===== config.mk =====
export PLATFORM = sky130hd
export DESIGN_NAME = rmii_tx_serializer
export DESIGN_NICKNAME = d
export VERILOG_FILES = /design/src/rtl/rmii_tx_serializer.sv
export SDC_FILE = /design/constraint.sdc
export NUM_CORES = 1
export LEC_CHECK = 0
export BUFFER_PORTS_ARGS = -buffer_cell sky130_fd_sc_hd__clkbuf_2
export CAP_MARGIN = 20
export CORE_MARGIN = 2
export CORE_UTILIZATION = 54
export DETAILED_ROUTE_END_ITERATION = 8
export PLACE_DENSITY = 0.72
export SETUP_SLACK_MARGIN = 0.1
export SYNTH_ARGS = -nofsm -noshare
export SYNTH_HDL_FRONTEND = slang
export SYNTH_SLANG_ARGS = --single-unit

===== constraint.sdc =====
create_clock -name i_clock -period 7 [get_ports i_clock]
set_input_delay 1.05 -clock i_clock [delete_from_list [all_inputs] [get_ports i_clock]]
set_output_delay 1.05 -clock i_clock [all_outputs]
set_load 0.02 [all_outputs]

===== src/rtl/rmii_tx_serializer.sv =====
// RMII transmit serializer: preamble, SFD, payload dibits, optional CRC-32
// FCS and inter-frame gap, with underrun abort.
// Ports:
//   i_clock, i_reset_n          50 MHz reference clock, async active-low reset
//   i_byte/_valid/_last         payload byte stream from the frame buffer
//   o_byte_ready                byte consumed on this edge when valid is high
//   o_TXD, o_TX_EN              registered RMII transmit dibit and enable
//   o_busy                      high whenever not IDLE
//   o_frame_done, o_underrun    one-cycle completion / abort pulses
module rmii_tx_serializer #(
   parameter int PREAMBLE_BYTES = 7,
   parameter int IFG_BYTES      = 12,
   parameter int GEN_FCS        = 1
) (
   input  logic       i_clock,
   input  logic       i_reset_n,
   input  logic [7:0] i_byte,
   input  logic       i_byte_valid,
   input  logic       i_byte_last,
   output logic       o_byte_ready,
   output logic [1:0] o_TXD,
   output logic       o_TX_EN,
   output logic       o_busy,
   output logic       o_frame_done,
   output logic       o_underrun
);

   typedef enum logic [2:0] {
      S_IDLE,
      S_PREAMBLE,
      S_SFD,
      S_DATA,
      S_FCS,
      S_IFG
   } state_t;

   localparam logic [7:0]  PRE_LAST = 8'(PREAMBLE_BYTES * 4 - 1);
   localparam logic [7:0]  IFG_LAST = 8'(IFG_BYTES * 4 - 1);
   localparam logic [31:0] POLY     = 32'hEDB88320;
   localparam logic [31:0] CRC_INIT = 32'hFFFFFFFF;

   state_t      state_q, state_d;
   logic [7:0]  cnt_q, cnt_d;
   logic [7:0]  byte_q, byte_d;
   logic        last_q, last_d;
   logic [31:0] crc_q, crc_d;
   logic [1:0]  txd_q, txd_d;
   logic        tx_en_q, tx_en_d;
   logic        done_q, done_d;
   logic        underrun_q, underrun_d;
   logic        ready;
   logic [31:0] fcs_w;

   function automatic logic [31:0] crc_next(input logic [31:0] crc,
                                            input logic [7:0]  data);
      logic [31:0] c;
      c = crc ^ {24'h0, data};
      for (int i = 0; i < 8; i++) begin
         c = c[0] ? ((c >> 1) ^ POLY) : (c >> 1);
      end
      return c;
   endfunction

   // State and counters describe the dibit currently on o_TXD; the
   // output flops are loaded from the next state so they stay aligned.
   always_comb begin
      state_d    = state_q;
      cnt_d      = cnt_q + 8'd1;
      byte_d     = byte_q;
      last_d     = last_q;
      crc_d      = crc_q;
      underrun_d = 1'b0;
      ready      = 1'b0;
      unique case (state_q)
         S_IDLE: begin
            cnt_d  = 8'd0;
            last_d = 1'b0;
            crc_d  = CRC_INIT;
            if (i_byte_valid) state_d = S_PREAMBLE;
         end
         S_PREAMBLE: begin
            if (cnt_q == PRE_LAST) begin
               cnt_d   = 8'd0;
               state_d = S_SFD;
            end
         end
         S_SFD, S_DATA: begin
            if (cnt_q == 8'd3) begin
               cnt_d = 8'd0;
               if (state_q == S_DATA && last_q) begin
                  state_d = (GEN_FCS != 0) ? S_FCS : S_IFG;
               end else begin
                  ready = 1'b1;
                  if (i_byte_valid) begin
                     state_d = S_DATA;
                     byte_d  = i_byte;
                     last_d  = i_byte_last;
                     crc_d   = crc_next(crc_q, i_byte);
                  end else begin
                     state_d    = S_IFG;
                     underrun_d = 1'b1;
                  end
               end
            end
         end
         S_FCS: begin
            if (cnt_q == 8'd15) begin
               cnt_d   = 8'd0;
               state_d = S_IFG;
            end
         end
         S_IFG: begin
            // The edge closing the gap doubles as the IDLE start decision,
            // so back-to-back frames see exactly IFG_BYTES*4 quiet clocks.
            if (cnt_q == IFG_LAST) begin
               cnt_d   = 8'd0;
               last_d  = 1'b0;
               crc_d   = CRC_INIT;
               state_d = i_byte_valid ? S_PREAMBLE : S_IDLE;
            end
         end
         default: state_d = S_IDLE;
      endcase
   end

   // crc_q is final once the last byte is loaded, so the FCS reads it directly.
   assign fcs_w = ~crc_q;

   always_comb begin
      txd_d   = 2'b00;
      tx_en_d = 1'b0;
      done_d  = 1'b0;
      unique case (state_d)
         S_PREAMBLE: begin
            tx_en_d = 1'b1;
            txd_d   = 2'b01;
         end
         S_SFD: begin
            tx_en_d = 1'b1;
            txd_d   = (cnt_d == 8'd3) ? 2'b11 : 2'b01;
         end
         S_DATA: begin
            tx_en_d = 1'b1;
            txd_d   = byte_d[{cnt_d[1:0], 1'b0} +: 2];
            done_d  = (GEN_FCS == 0) && last_d && (cnt_d == 8'd3);
         end
         S_FCS: begin
            tx_en_d = 1'b1;
            txd_d   = fcs_w[{cnt_d[3:0], 1'b0} +: 2];
            done_d  = (cnt_d == 8'd15);
         end
         default: begin
         end
      endcase
   end

   always_ff @(posedge i_clock or negedge i_reset_n) begin
      if (!i_reset_n) begin
         state_q    <= S_IDLE;
         cnt_q      <= 8'd0;
         byte_q     <= 8'd0;
         last_q     <= 1'b0;
         crc_q      <= CRC_INIT;
         txd_q      <= 2'b00;
         tx_en_q    <= 1'b0;
         done_q     <= 1'b0;
         underrun_q <= 1'b0;
      end else begin
         state_q    <= state_d;
         cnt_q      <= cnt_d;
         byte_q     <= byte_d;
         last_q     <= last_d;
         crc_q      <= crc_d;
         txd_q      <= txd_d;
         tx_en_q    <= tx_en_d;
         done_q     <= done_d;
         underrun_q <= underrun_d;
      end
   end

   assign o_byte_ready = ready;
   assign o_TXD        = txd_q;
   assign o_TX_EN      = tx_en_q;
   assign o_busy       = (state_q != S_IDLE);
   assign o_frame_done = done_q;
   assign o_underrun   = underrun_q;

endmodule


# == Word level (Yosys, flattened, before mapping) ==
# Cells that the tools add are included.
# word_totals
ram_bits,0
output_inout_bits,7
mem_bits_ro,0
register_bits,57
n_memories,0
latch_bits,0
# op_classes
eq_ne,19
n_mux,47
reduce_logical,7
shifts,2
add_sub_neg,1
bitwise,10
n_mul,0
div,0
order_cmp,0
# op_table
op,count
32-bit 2-to-1 mux,12
13-bit NOT with 14-bit output,8
32-bit one-hot mux with 3 select lines,1
8-bit 2-to-1 mux,8
8-bit one-hot mux with 5 select lines,1
32-bit NOT,1
32-bit by 6-bit variable part select with 2-bit output,1
32-bit by 8-bit bitwise XOR with 32-bit output,1
3-bit 2-to-1 mux,7
8-bit by 2-bit == test with 1-bit output (second input constant),2
8-bit by 4-bit == test with 1-bit output (second input constant),2
3-bit one-hot mux with 5 select lines,1
1-bit 2-to-1 mux,14
3-bit by 2-bit == test with 1-bit output (second input constant),4
3-bit == test (second input constant),3
8-bit by 1-bit adder with 8-bit output (second input constant),1
8-bit by 5-bit == test with 1-bit output (second input constant),1
8-bit by 6-bit == test with 1-bit output (second input constant),1
2-bit != test (second input constant),4
2-bit one-hot mux with 4 select lines,1
8-bit by 4-bit variable part select with 2-bit output,1
3-bit by 1-bit == test with 1-bit output (second input constant),2
3-bit nonzero test,2
5-bit AND reduction,1
6 further kinds,6

# == Depth between registers and ports, before layout ==
# Gate-level depths: netlist (run 1).
# depth
word_depth,21
mapped_depth,11
mapped_depth_nobuf,8

# == Least setup slack after synthesis (run 1) ==
# No wires, ideal clock.
# synth_path
kind,in2reg
start,in i_byte[0]
end,reg crc_q[14]
setup_time_ns,0.073
path_stages,5
path_buffers,0
required_time_ns,6.927
t_arrival_ns,2.538
setup_slack_ns,4.389
cell_sequence,xor2_1 xor2_1 xnor2_1 xnor2_1 a21oi_1
# synth_between
elab_chain_cells,16
# synth_lines
element,line_no,rtl
from (decl),17,"input logic [7:0] i_byte,"
32-bit by 8-bit bitwise XOR with 32-bit output (*),57,"c = crc ^ {24'h0, data};"
32-bit 2-to-1 mux (*),59,c = c[0] ? ((c >> 1) ^ POLY) : (c >> 1);
13-bit NOT with 14-bit output (no source line),n/a,
32-bit 2-to-1 mux (*),59,
13-bit NOT with 14-bit output (no source line),n/a,
32-bit 2-to-1 mux (*) (4 in series),59,
13-bit NOT with 14-bit output (no source line),n/a,
32-bit 2-to-1 mux (*) (2 in series),59,
32-bit 2-to-1 mux (*),94,if (i_byte_valid) begin
32-bit 2-to-1 mux (*),90,if (state_q == S_DATA && last_q) begin
32-bit 2-to-1 mux (*),88,if (cnt_q == 8'd3) begin
32-bit one-hot mux with 3 select lines (*),74,unique case (state_q)
to (signal assigned),173,crc_q <= crc_d;
to (decl),46,"logic [31:0] crc_q, crc_d;"
# Every way passes the cells marked *; elsewhere a longest branch is shown, timed or not. The select of a mux whose other input is x is not followed.
# A chain may end at the register's enable or synchronous reset.

# == Worst setup path in the final report (run 1) ==
# layout_path
start,reg cnt_q[0]
end,"reg done_q, in the netlist o_frame_done"
# layout_between
elab_chain_cells,5
elab_cells_between_ends,18
# layout_lines
element,line_no,rtl
from (decl),43,"logic [7:0] cnt_q, cnt_d;"
from (signal assigned),170,cnt_q <= cnt_d;
"8-bit by 1-bit adder with 8-bit output, or another cell as far along",68,cnt_d = cnt_q + 8'd1;
"8-bit 2-to-1 mux, or another cell as far along",115,if (cnt_q == IFG_LAST) begin
8-bit one-hot mux with 5 select lines / 3-bit one-hot mux with 5 select lines (equally long branches),74,
8-bit by 4-bit == test with 1-bit output / 3-bit == test (equally long branches),"150, 133",
1-bit 2-to-1 mux (*),133,unique case (state_d)
net done_d,49,"logic done_q, done_d;"
to (signal assigned),176,done_q <= done_d;
to (decl),49,
# Mark *: on every way through the listed nets, which the timed path passes. The rest lies on a longest branch.

==> results of run 1 <==
## sequential cells by signal, summed over array words and instances (netlist names)
| register | count |
|---|---|
| crc_q | 32 |
| byte_q | 8 |
| cnt_q | 8 |
| state_q | 3 |
| o_TXD | 2 |
| last_q | 1 |
| o_TX_EN | 1 |
| o_frame_done | 1 |
| o_underrun | 1 |
## layout make-up
cell class              count  area (um^2)
clock inverters             3         15.0
repair buffers             21          113
inverters                   6         22.5
clock buffers              13          169
flip-flops and latches     57         1470
well taps                  77         96.3
fillers                   511         2520
multi-input cells         271         1980
## layer usage
metal	GRT usage [%]	vias to the layer above	wire [um]
li1	-	1247	-
met2	35.6	76	3670
met5	0	-	0
met3	3.60	15	392
met4	11.3	0	142
met1	33.2	1276	3550
## kinds of logic after synthesis
logic type,count (synthesis),share of synthesized area [%]
muxes,19,8.45
AOI/OAI and AO/OA,66,11.0
and+or+nand+nor,100,14.4
adders and majority gates,2,0.701
xor gates and xnor gates,84,20.8
buffers and inverters,27,3.47
DFF,57,41.1
## how the worst min path moves through the flow
| stage | from | end | slack, ns | depth (start not counted) |
|---|---|---|---|---|
| CTS | byte_q[5]$_DFF_PN0_ | byte_q[5]$_DFF_PN0_ | 0.51 | 1 |
| floorplan | byte_q[1]$_DFF_PN0_ | byte_q[1]$_DFF_PN0_ | 0.47 | 1 |
| global route | byte_q[5]$_DFF_PN0_ | byte_q[5]$_DFF_PN0_ | 0.51 | 1 |
| finish | byte_q[5]$_DFF_PN0_ | byte_q[5]$_DFF_PN0_ | 0.50 | 1 |
| detailed placement | byte_q[5]$_DFF_PN0_ | byte_q[5]$_DFF_PN0_ | 0.49 | 1 |
| global placement | byte_q[6]$_DFF_PN0_ | byte_q[6]$_DFF_PN0_ | 0.49 | 1 |
## metrics by stage
stage          cells  hold slack [ns]  power [uW]  util, %
2_1_floorplan    355            0.466         406        -
3_3_place_gp     432            0.486         429     57.6
3_5_place_dp     432            0.492         429     57.6
4_1_cts          448            0.508         718     60.5
5_1_grt          448            0.511         743     60.5
6_report         448            0.503         712     60.5
## synth_stat cells (2+ instances only)
| cell | n | area [um^2] |
|---|---|---|
| or3_1 | 2 | 12.5 |
| buf_2 | 5 | 25.0 |
| dfstp_2 | 32 | 841 |
| buf_6 | 2 | 22.5 |
| o211ai_1 | 3 | 22.5 |
| buf_1 | 2 | 7.51 |
| mux2i_1 | 2 | 20.0 |
| xor2_1 | 27 | 236 |
| o21a_1 | 3 | 22.5 |
| o21ai_0 | 7 | 35.0 |
| a21o_1 | 3 | 22.5 |
| nand2_1 | 15 | 56.3 |
| nor3_1 | 7 | 35.0 |
| ha_1 | 2 | 25.0 |
| a21oi_1 | 34 | 170 |
| clkbuf_1 | 11 | 41.3 |
| nor2b_1 | 3 | 18.8 |
| inv_1 | 6 | 22.5 |
| nand2b_1 | 2 | 12.5 |
| nor2_1 | 47 | 176 |
| o31ai_1 | 2 | 15.0 |
| xnor2_1 | 56 | 490 |
| nand3_1 | 9 | 45.0 |
| mux4_2 | 8 | 180 |
| a31oi_1 | 8 | 50.1 |
| dfrtp_1 | 25 | 626 |
| mux2_2 | 9 | 101 |
| or2_2 | 2 | 12.5 |
## worst reg2reg max path, stage by stage (launching register included)
cell	delay, ns
dfrtp_1	0.69
ha_1	0.38
and3_1	0.26
and3_4	0.21
a2111o_1	0.44
o21a_1	0.33
or4_4	0.62
nor4b_4	0.25
## report_power, final
group	internal, uW	switching [uW]	leakage, uW
Sequential	333	0.933	0.000635
Combinational	40.1	50.4	0.000876
Clock	156	132	0.0000992
Total	529	183	0.00161
==> results.toml, run 1 <==
[outcome]
status = "finished clean"

[logic_synthesis]
syn_nets = 369
ys_ff_latch = 57
synth_cells = 355
yosysUniqueCellTypes = 49
async_reset_ff_share_pct = 100
synth.avg_cell_area_um2 = 10.1
ys_seq_area_share_pct = 41.1
ys.warnings.count = 0
synth_edf_count = 0
ys.flop_type = "dfstp_2"
syn_area_um2 = 3570

[setup_path]
r2r-end = "o_frame_done$_DFF_PN0_"
required_ns = 7.26
crit_path_start_kind = "flip-flop"
crit_buf_inv = 0
path_cells = "ha_1, and3_1, and3_4, a2111o_1, o21a_1, or4_4, nor4b_4"
startpoint = "cnt_q[0]$_DFF_PN0_"
crit_path_end_kind = "flip-flop"
critical-path-slowest-cell = "dfrtp_1"
cp.arrival_ns = 3.51
max_stage_delay_ns = 0.69
cp-endpoint = "o_frame_done$_DFF_PN0_"
critical_path_class = "reg2reg"
ff2ff_path_depth = 7
path_delay_family = "simple AND/OR/NAND/NOR gates"
reg2reg_slack_ns = 3.75
cp.depth = 7
critPathMaxFanout = 21
r2r-start = "cnt_q[0]$_DFF_PN0_"

[place]
gp_congestion = 0.844
portBuffers = 18
place_ws_ns = 3.76
placed_area_um2 = 3680
dp_hpwl_um = 5390

[clock_network]
clk_pin_slew_worst_paths_ns = 0.07
cts-root-buf = "clkbuf_8"
clock_latency_ns = 0.34
clk_path_buf_depth = 2
cts.sinks = 57
cts_buffers = 9
cts_resized = 0
cts_hold_buffers = 0
cts_tree = "done"
postCtsSetupRepairBufs = 0
h-tree-depth = 3

[power]
vdd_ir_drop_max_v = 0.000131
p_per_area_nw_per_um2 = 184
p_leak_uw = 0.00161

[min_path]
hold_class = "reg2reg"

[global_route]
grt_max_degree = 40
grt_pass1_wl_um = 13100
grt-ovfl-total = 0
grt_use_total_pct = 23.5
antenna_found_initial = 0
grt_pass1_vias = 2583

[die]
die-height_um = 85.3
row_count = 29
start_util_pct = 55.9
core_um2 = 6390
die-area_um2 = 7280
boundaryPins = 19
dieWidth_um = 85.3

[drt]
drt_pass1_iterations = 6
detail_route.vias_per_cell = 5.83
remaining_drc_errors = 0
final_antenna_net_count = 0
vias = 2614
wirelength_um = 7760
drt_first_iter_violations = 184
wl_per_cell_um = 17.3

[final_layout]
final_cell_mix = "xnor2_1, nor2_1, a21oi_1"
fin_area_um2 = 3860
syn2layout_area_growth_pct = 8.17
num-nets-final = 380
drive_above_1_share_pct = 25.6
final_common_cell = "xnor2_1"
diodes = 0

[timing]
fin_skew_ns = 0.00888
slew_violations = 0
min_period_ns = 3.25
max_freq_mhz = 308
hold_violations = 0
layout_setup_ws_ns = 3.75
rsz0062_at_grt = "no"
period_share_pct = 46.4
setup-tns-final_ns = 0
setup-violations-final = 0
max_slew_margin_pct = 33.7
tightest_slew_ns = 0.988

[flow_run]
maxCapViolCount = 0
Note: power is estimated with default switching activity, not from simulation.
==> run 2, diff against run 1 <==
- ABC_AREA: not set -> 1
- PLACE_DENSITY: 0.72 -> 0.71
- clock period: 7 -> 3.12 ns (I/O delays scaled with it)
==> run 2 against run 1 <==
Compared with the run above:
- fmax increased by 27%
- clock-buffer cell count unchanged
- sequential cell count unchanged
- final area increased by 12%
- sequential power increased to 3.4 times the previous value
- final cell count increased by 44%
- critical path depth increased by 5
- power increased to 5.7 times the previous value
- non-clock buffer count increased by 4
- global-route usage increased by 3.6 points
- sequential share of layout area decreased by 4.2 points
- clock power increased by 120%
- largest cell class unchanged
==> results.toml, run 2 <==
[setup_path]
ff2ff_path_depth = 12
required_ns = 3.41
r2r-start = "cnt_q[0]$_DFF_PN0_"
crit_path_end_kind = "flip-flop"
critPathMaxFanout = 14
startpoint = "cnt_q[0]$_DFF_PN0_"
cp.arrival_ns = 2.85
crit_path_start_kind = "flip-flop"
cp-endpoint = "o_TXD[1]$_DFF_PN0_"
critical_path_class = "reg2reg"
reg2reg_slack_ns = 0.57
r2r-end = "o_TXD[1]$_DFF_PN0_"

[clock_network]
cts_buffers = 9
cts-root-buf = "clkbuf_8"
clk_path_buf_depth = 2
h-tree-depth = 3
cts_hold_buffers = 0
cts_tree = "done"
clk_pin_slew_worst_paths_ns = 0.07
postCtsSetupRepairBufs = 0
cts_resized = 0
cts.sinks = 57
clock_latency_ns = 0.35

[final_layout]
diodes = 0
top_register = "crc_q"
drive_above_1_share_pct = 20.0
final.fill_count = 663
num-nets-final = 553
largest_reg_flops = 32
top_regs = "crc_q x32, byte_q x8, cnt_q x8"
final_common_cell = "nand2_1"
fin_util_pct = 60.4
regArea_um2 = 1470
final_cell_mix = "nand2_1, inv_1, nand3_1"
syn2layout_area_growth_pct = 9.31
multi_input_area_um2 = 2130

[logic_synthesis]
ys_ff_latch = 57
synth_edf_count = 0
yosysMostFrequentCell = "nand2_1"
synth_common_cells = "nand2_1, inv_1, nand3_1, xor2_1, nor2_1"
ys.flop_type = "dfstp_2"
synth.largest_area_cell = "dfstp_2"
syn_nets = 530
synth_cells = 516
yosysUniqueCellTypes = 50
syn_area_um2 = 3970
ys.warnings.count = 0
ys_seq_area_share_pct = 37.0
synth.avg_cell_area_um2 = 7.69
ys_top_cells_by_area = "dfstp_2, dfrtp_1, nand2_1"
synth_top_area_share_pct = 21.2
async_reset_ff_share_pct = 100

[timing]
period_share_pct = 81.9
finalHoldWorstSlack_ns = 0.262
fin_skew_ns = 0.00691
tightest_slew_ns = 0.731
setup-violations-final = 0
slew_violations = 0
hold_violations = 0
setup-tns-final_ns = 0
min_period_ns = 2.55
max_freq_mhz = 391
max_slew_margin_pct = 51.3
rsz0062_at_grt = "no"

[die]
die-area_um2 = 8050
boundaryPins = 19
start_util_pct = 55.3
row_count = 31
dieWidth_um = 89.7
core_um2 = 7180
die-height_um = 89.7

[place]
dp_hpwl_um = 7420
portBuffers = 18
gp_congestion = 0.891

[global_route]
antenna_found_initial = 0
grt_pass1_wl_um = 17400
grt_use_total_pct = 27.1
grt_pass1_vias = 3471
grt-ovfl-total = 0
grt_max_degree = 58

[power]
p_leak_uw = 0.00213
p_switching_uw = 2010
finalPower_uw = 4080
vdd_ir_drop_max_v = 0.000462
swShare_pct = 49.2
p_int_uw = 2070
p_comb_share_pct = 56.2
p_per_area_nw_per_um2 = 941
clkPwrFrac_pct = 15.6
p_seq_share_pct = 28.2

[min_path]
hold_class = "in2async"

[outcome]
status = "finished clean"

[drt]
final_antenna_net_count = 0
wl_per_cell_um = 15.9
detail_route.vias_per_cell = 5.42
wirelength_um = 10200
drt_pass1_iterations = 4
drt_first_iter_violations = 265
remaining_drc_errors = 0
vias = 3485

[flow_run]
maxCapViolCount = 0
[run 2: changes by cell type after synthesis, sizes merged, moves of 9 or more]
cell,previous run,this run
inv,6,78
a21oi,34,21
o21ai,7,35
xnor2,57,18
mux2,9,0
nand2,15,115
xor2,27,42
nand3,10,45
[run 2: worst min path at each step]
stage | startpoint | to | slack, ns
final | i_reset_n | last_q$_DFFE_PN0P_ | 0.26
after CTS | i_reset_n | byte_q[0]$_DFF_PN0_ | 0.29
after floorplan | i_reset_n | byte_q[0]$_DFF_PN0_ | 0.17
after global placement | byte_q[7]$_DFF_PN0_ | byte_q[7]$_DFF_PN0_ | 0.46
after detailed placement | byte_q[7]$_DFF_PN0_ | byte_q[7]$_DFF_PN0_ | 0.47
after global routing | i_byte_valid | o_underrun$_DFF_PN0_ | 0.31
[run 2: final cells by class]
cell class                      count  area share, %
Sequential cell                    57           33.8
Timing Repair Buffer               25           3.29
Clock buffer                       13           3.67
Multi-Input combinational cell    366           49.0
Tap cell                           99           2.86
Inverter                           80           6.93
Clock inverter                      3          0.404
[run 2: metal layers]
metal | global-route usage [%] | share of wire, % | vias up
li1 | - | - | 1695
met1 | 38.0 | 46 | 1645
met2 | 42.3 | 46 | 124
met3 | 4.61 | 5.8 | 21
met4 | 10.4 | 2.2 | 0
met5 | 0 | 0 | -
[run 2: power by group through the flow]
stage | combinational, uW | sequential [uW] | clock (uW)
global route | 2530 | 1170 | 681
floorplan | 1790 | 1130 | 0
CTS | 2250 | 1150 | 649
global placement | 2200 | 1150 | 0
finish | 2290 | 1150 | 637
detailed placement | 2230 | 1160 | 0
[run 2: kinds of logic (layout without fill, tap and decap cells)]
kind of cell,after synthesis,count (layout),share of synthesized area [%]
adders and majority gates,2,2,0.631
AOI/OAI and AO/OA,84,84,13.1
xor gates and xnor gates,60,60,14.5
and+or+nand+nor,220,220,25.4
buffers and inverters,93,121,9.43
DFF,57,57,37.0
[run 2: stage by stage]
step	worst slack, ns	instances	area [um^2]
5_1_grt	0.309	643	4340
3_3_place_gp	0.662	627	4160
2_1_floorplan	1.09	516	3970
6_report	0.565	643	4340
3_5_place_dp	0.632	627	4160
4_1_cts	0.612	643	4340
[run 2: worst max-delay path, stage by stage (launching register included)]
cell	delay [ns]
dfrtp_1	0.47
ha_1	0.24
nand3_1	0.13
nor2_1	0.19
nand3_1	0.41
buf_4	0.35
o21ai_0	0.24
nand2_1	0.08
nand3_1	0.09
nand3_1	0.08
o21ai_0	0.10
inv_1	0.06
nand2_1	0.06
==> run 3, diff against run 2 <==
- clock period: 3.12 -> 2.6 ns (I/O delays scaled with it)
==> run 3 against run 2 <==
Compared with the run above:
- die area stayed put
- clock power is 46% higher
- critical path depth down 3
- clock-buffer cell count shrank 2
- setup slack worse by 0.27 ns
- critical path type unchanged
- critical endpoint is now crc_q[5]$_DFFE_PN1P_
- largest cell class unchanged
==> results.toml, run 3 (synthesis results as in run 2) <==
[die]
boundaryPins = 19
row_count = 31
die-area_um2 = 8050
start_util_pct = 55.3
dieWidth_um = 89.7
core_um2 = 7180
die-height_um = 89.7

[power]
p_seq_share_pct = 27.0
p_int_uw = 2670
p_per_area_nw_per_um2 = 1150
vdd_ir_drop_max_v = 0.000620
p_comb_share_pct = 54.8
clkPwrFrac_pct = 18.2
p_leak_uw = 0.00218
swShare_pct = 47.8
p_switching_uw = 2440

[setup_path]
path_cells = "inv_1, nand2_1, nand2_1, xnor2_1, buf_4, xor2_1, a21oi_1, o31ai_1, o21ai_0"
cp.arrival_ns = 2.54
cpMostUsedCell = "nand2_1"
required_ns = 2.84
crit_buf_inv = 2
crit_path_end_kind = "flip-flop"
cp.depth = 9
ff2ff_path_depth = 9
critPathMaxFanout = 6
critical_path_class = "reg2reg"
critical-path-slowest-cell = "dfstp_2"
path_delay_family = "XOR/XNOR gates"
crit_path_start_kind = "flip-flop"
max_stage_delay_ns = 0.53

[clock_network]
clk_path_buf_depth = 2
cts-root-buf = "clkbuf_8"
clock_latency_ns = 0.35
postCtsSetupRepairBufs = 0
clk_pin_slew_worst_paths_ns = 0.07
cts_hold_buffers = 0
cts_tree = "done"
h-tree-depth = 3
cts_resized = 0
cts.sinks = 57
cts_buffers = 9

[place]
placed_area_um2 = 4190
dp_hpwl_um = 7850
portBuffers = 18
gp_congestion = 0.936

[drt]
drt_first_iter_violations = 213
vias = 3491
detail_route.vias_per_cell = 5.40
remaining_drc_errors = 0
drt_pass1_iterations = 5
wl_per_cell_um = 16.0
wirelength_um = 10400
final_antenna_net_count = 0

[timing]
finalHoldWorstSlack_ns = 0.0839
fin_skew_ns = 0.0110
rsz0062_at_grt = "no"
hold_violations = 0
tightest_slew_ns = 0.720
setup-violations-final = 0
min_period_ns = 2.31
setup-tns-final_ns = 0
max_slew_margin_pct = 52.0
slew_violations = 0
max_freq_mhz = 434
period_share_pct = 88.7

[global_route]
met1_usage_pct = 38.2
grt_use_total_pct = 26.9
use_met2_pct = 41.7
grt_pass1_wl_um = 17000
grt_pass1_vias = 3343
grt_max_degree = 32
grt.busiest_layer = "met2"
antenna_found_initial = 0
grtUsageMet3_pct = 3.35
grt-ovfl-total = 0

[final_layout]
drive_above_1_share_pct = 21.0
final_common_cell = "nand2_1"
largest_reg_flops = 32
diodes = 0
fin_area_um2 = 4430
final_cell_mix = "nand2_1, inv_1, nand3_1"
syn2layout_area_growth_pct = 11.6
num-nets-final = 556
top_register = "crc_q"
top_regs = "crc_q x32, byte_q x8, cnt_q x8"

[min_path]
hold_class = "in2async"

[outcome]
status = "finished clean"

[flow_run]
maxCapViolCount = 0
run 3: area by class of cell:
class | instances | area (um^2)
Fill cell | 665 | 2750
Multi-Input combinational cell | 366 | 2150
Sequential cell | 57 | 1470
Inverter | 80 | 300
Timing Repair Buffer | 28 | 178
Clock buffer | 11 | 131
Tap cell | 99 | 124
Clock inverter | 5 | 78.8
run 3: power groups by stage:
stage | logic, uW | registers (uW) | clock network, uW
final | 2800 | 1380 | 929
after global routing | 3100 | 1400 | 986
after CTS | 2720 | 1380 | 935
after detailed placement | 2710 | 1390 | 0
after global placement | 2710 | 1380 | 0
after floorplan | 2150 | 1350 | 0
run 3: final timing paths:
| path | startpoint | to | slack [ns] |
|---|---|---|---|
| min in group i_clock | i_byte_valid | o_underrun$_DFF_PN0_ | 0.23 |
| max in group asynchronous | i_reset_n | crc_q[11]$_DFFE_PN1P_ | 1.83 |
| hold / removal | i_reset_n | cnt_q[6]$_DFF_PN0_ | 0.08 |
| setup / recovery | crc_q[3]$_DFFE_PN1P_ | crc_q[5]$_DFFE_PN1P_ | 0.29 |
| setup reg to reg | crc_q[3]$_DFFE_PN1P_ | crc_q[5]$_DFFE_PN1P_ | 0.29 |
| hold reg to reg | byte_q[6]$_DFF_PN0_ | byte_q[6]$_DFF_PN0_ | 0.49 |
run 3: metrics by stage:
step	total power (uW)	setup WS, ns	util (%)	instances
2_1_floorplan	3500	0.573	-	516
3_3_place_gp	4090	0.276	58.4	630
3_5_place_dp	4100	0.206	58.4	630
4_1_cts	5030	0.194	61.4	646
5_1_grt	5490	0.112	61.7	646
6_report	5110	0.294	61.7	646
run 3: per-layer routing:
metal | up-vias | wire, um
li1 | 1699 | -
met5 | - | 0
met4 | 0 | 343
met3 | 26 | 394
met1 | 1673 | 4850
met2 | 93 | 4770
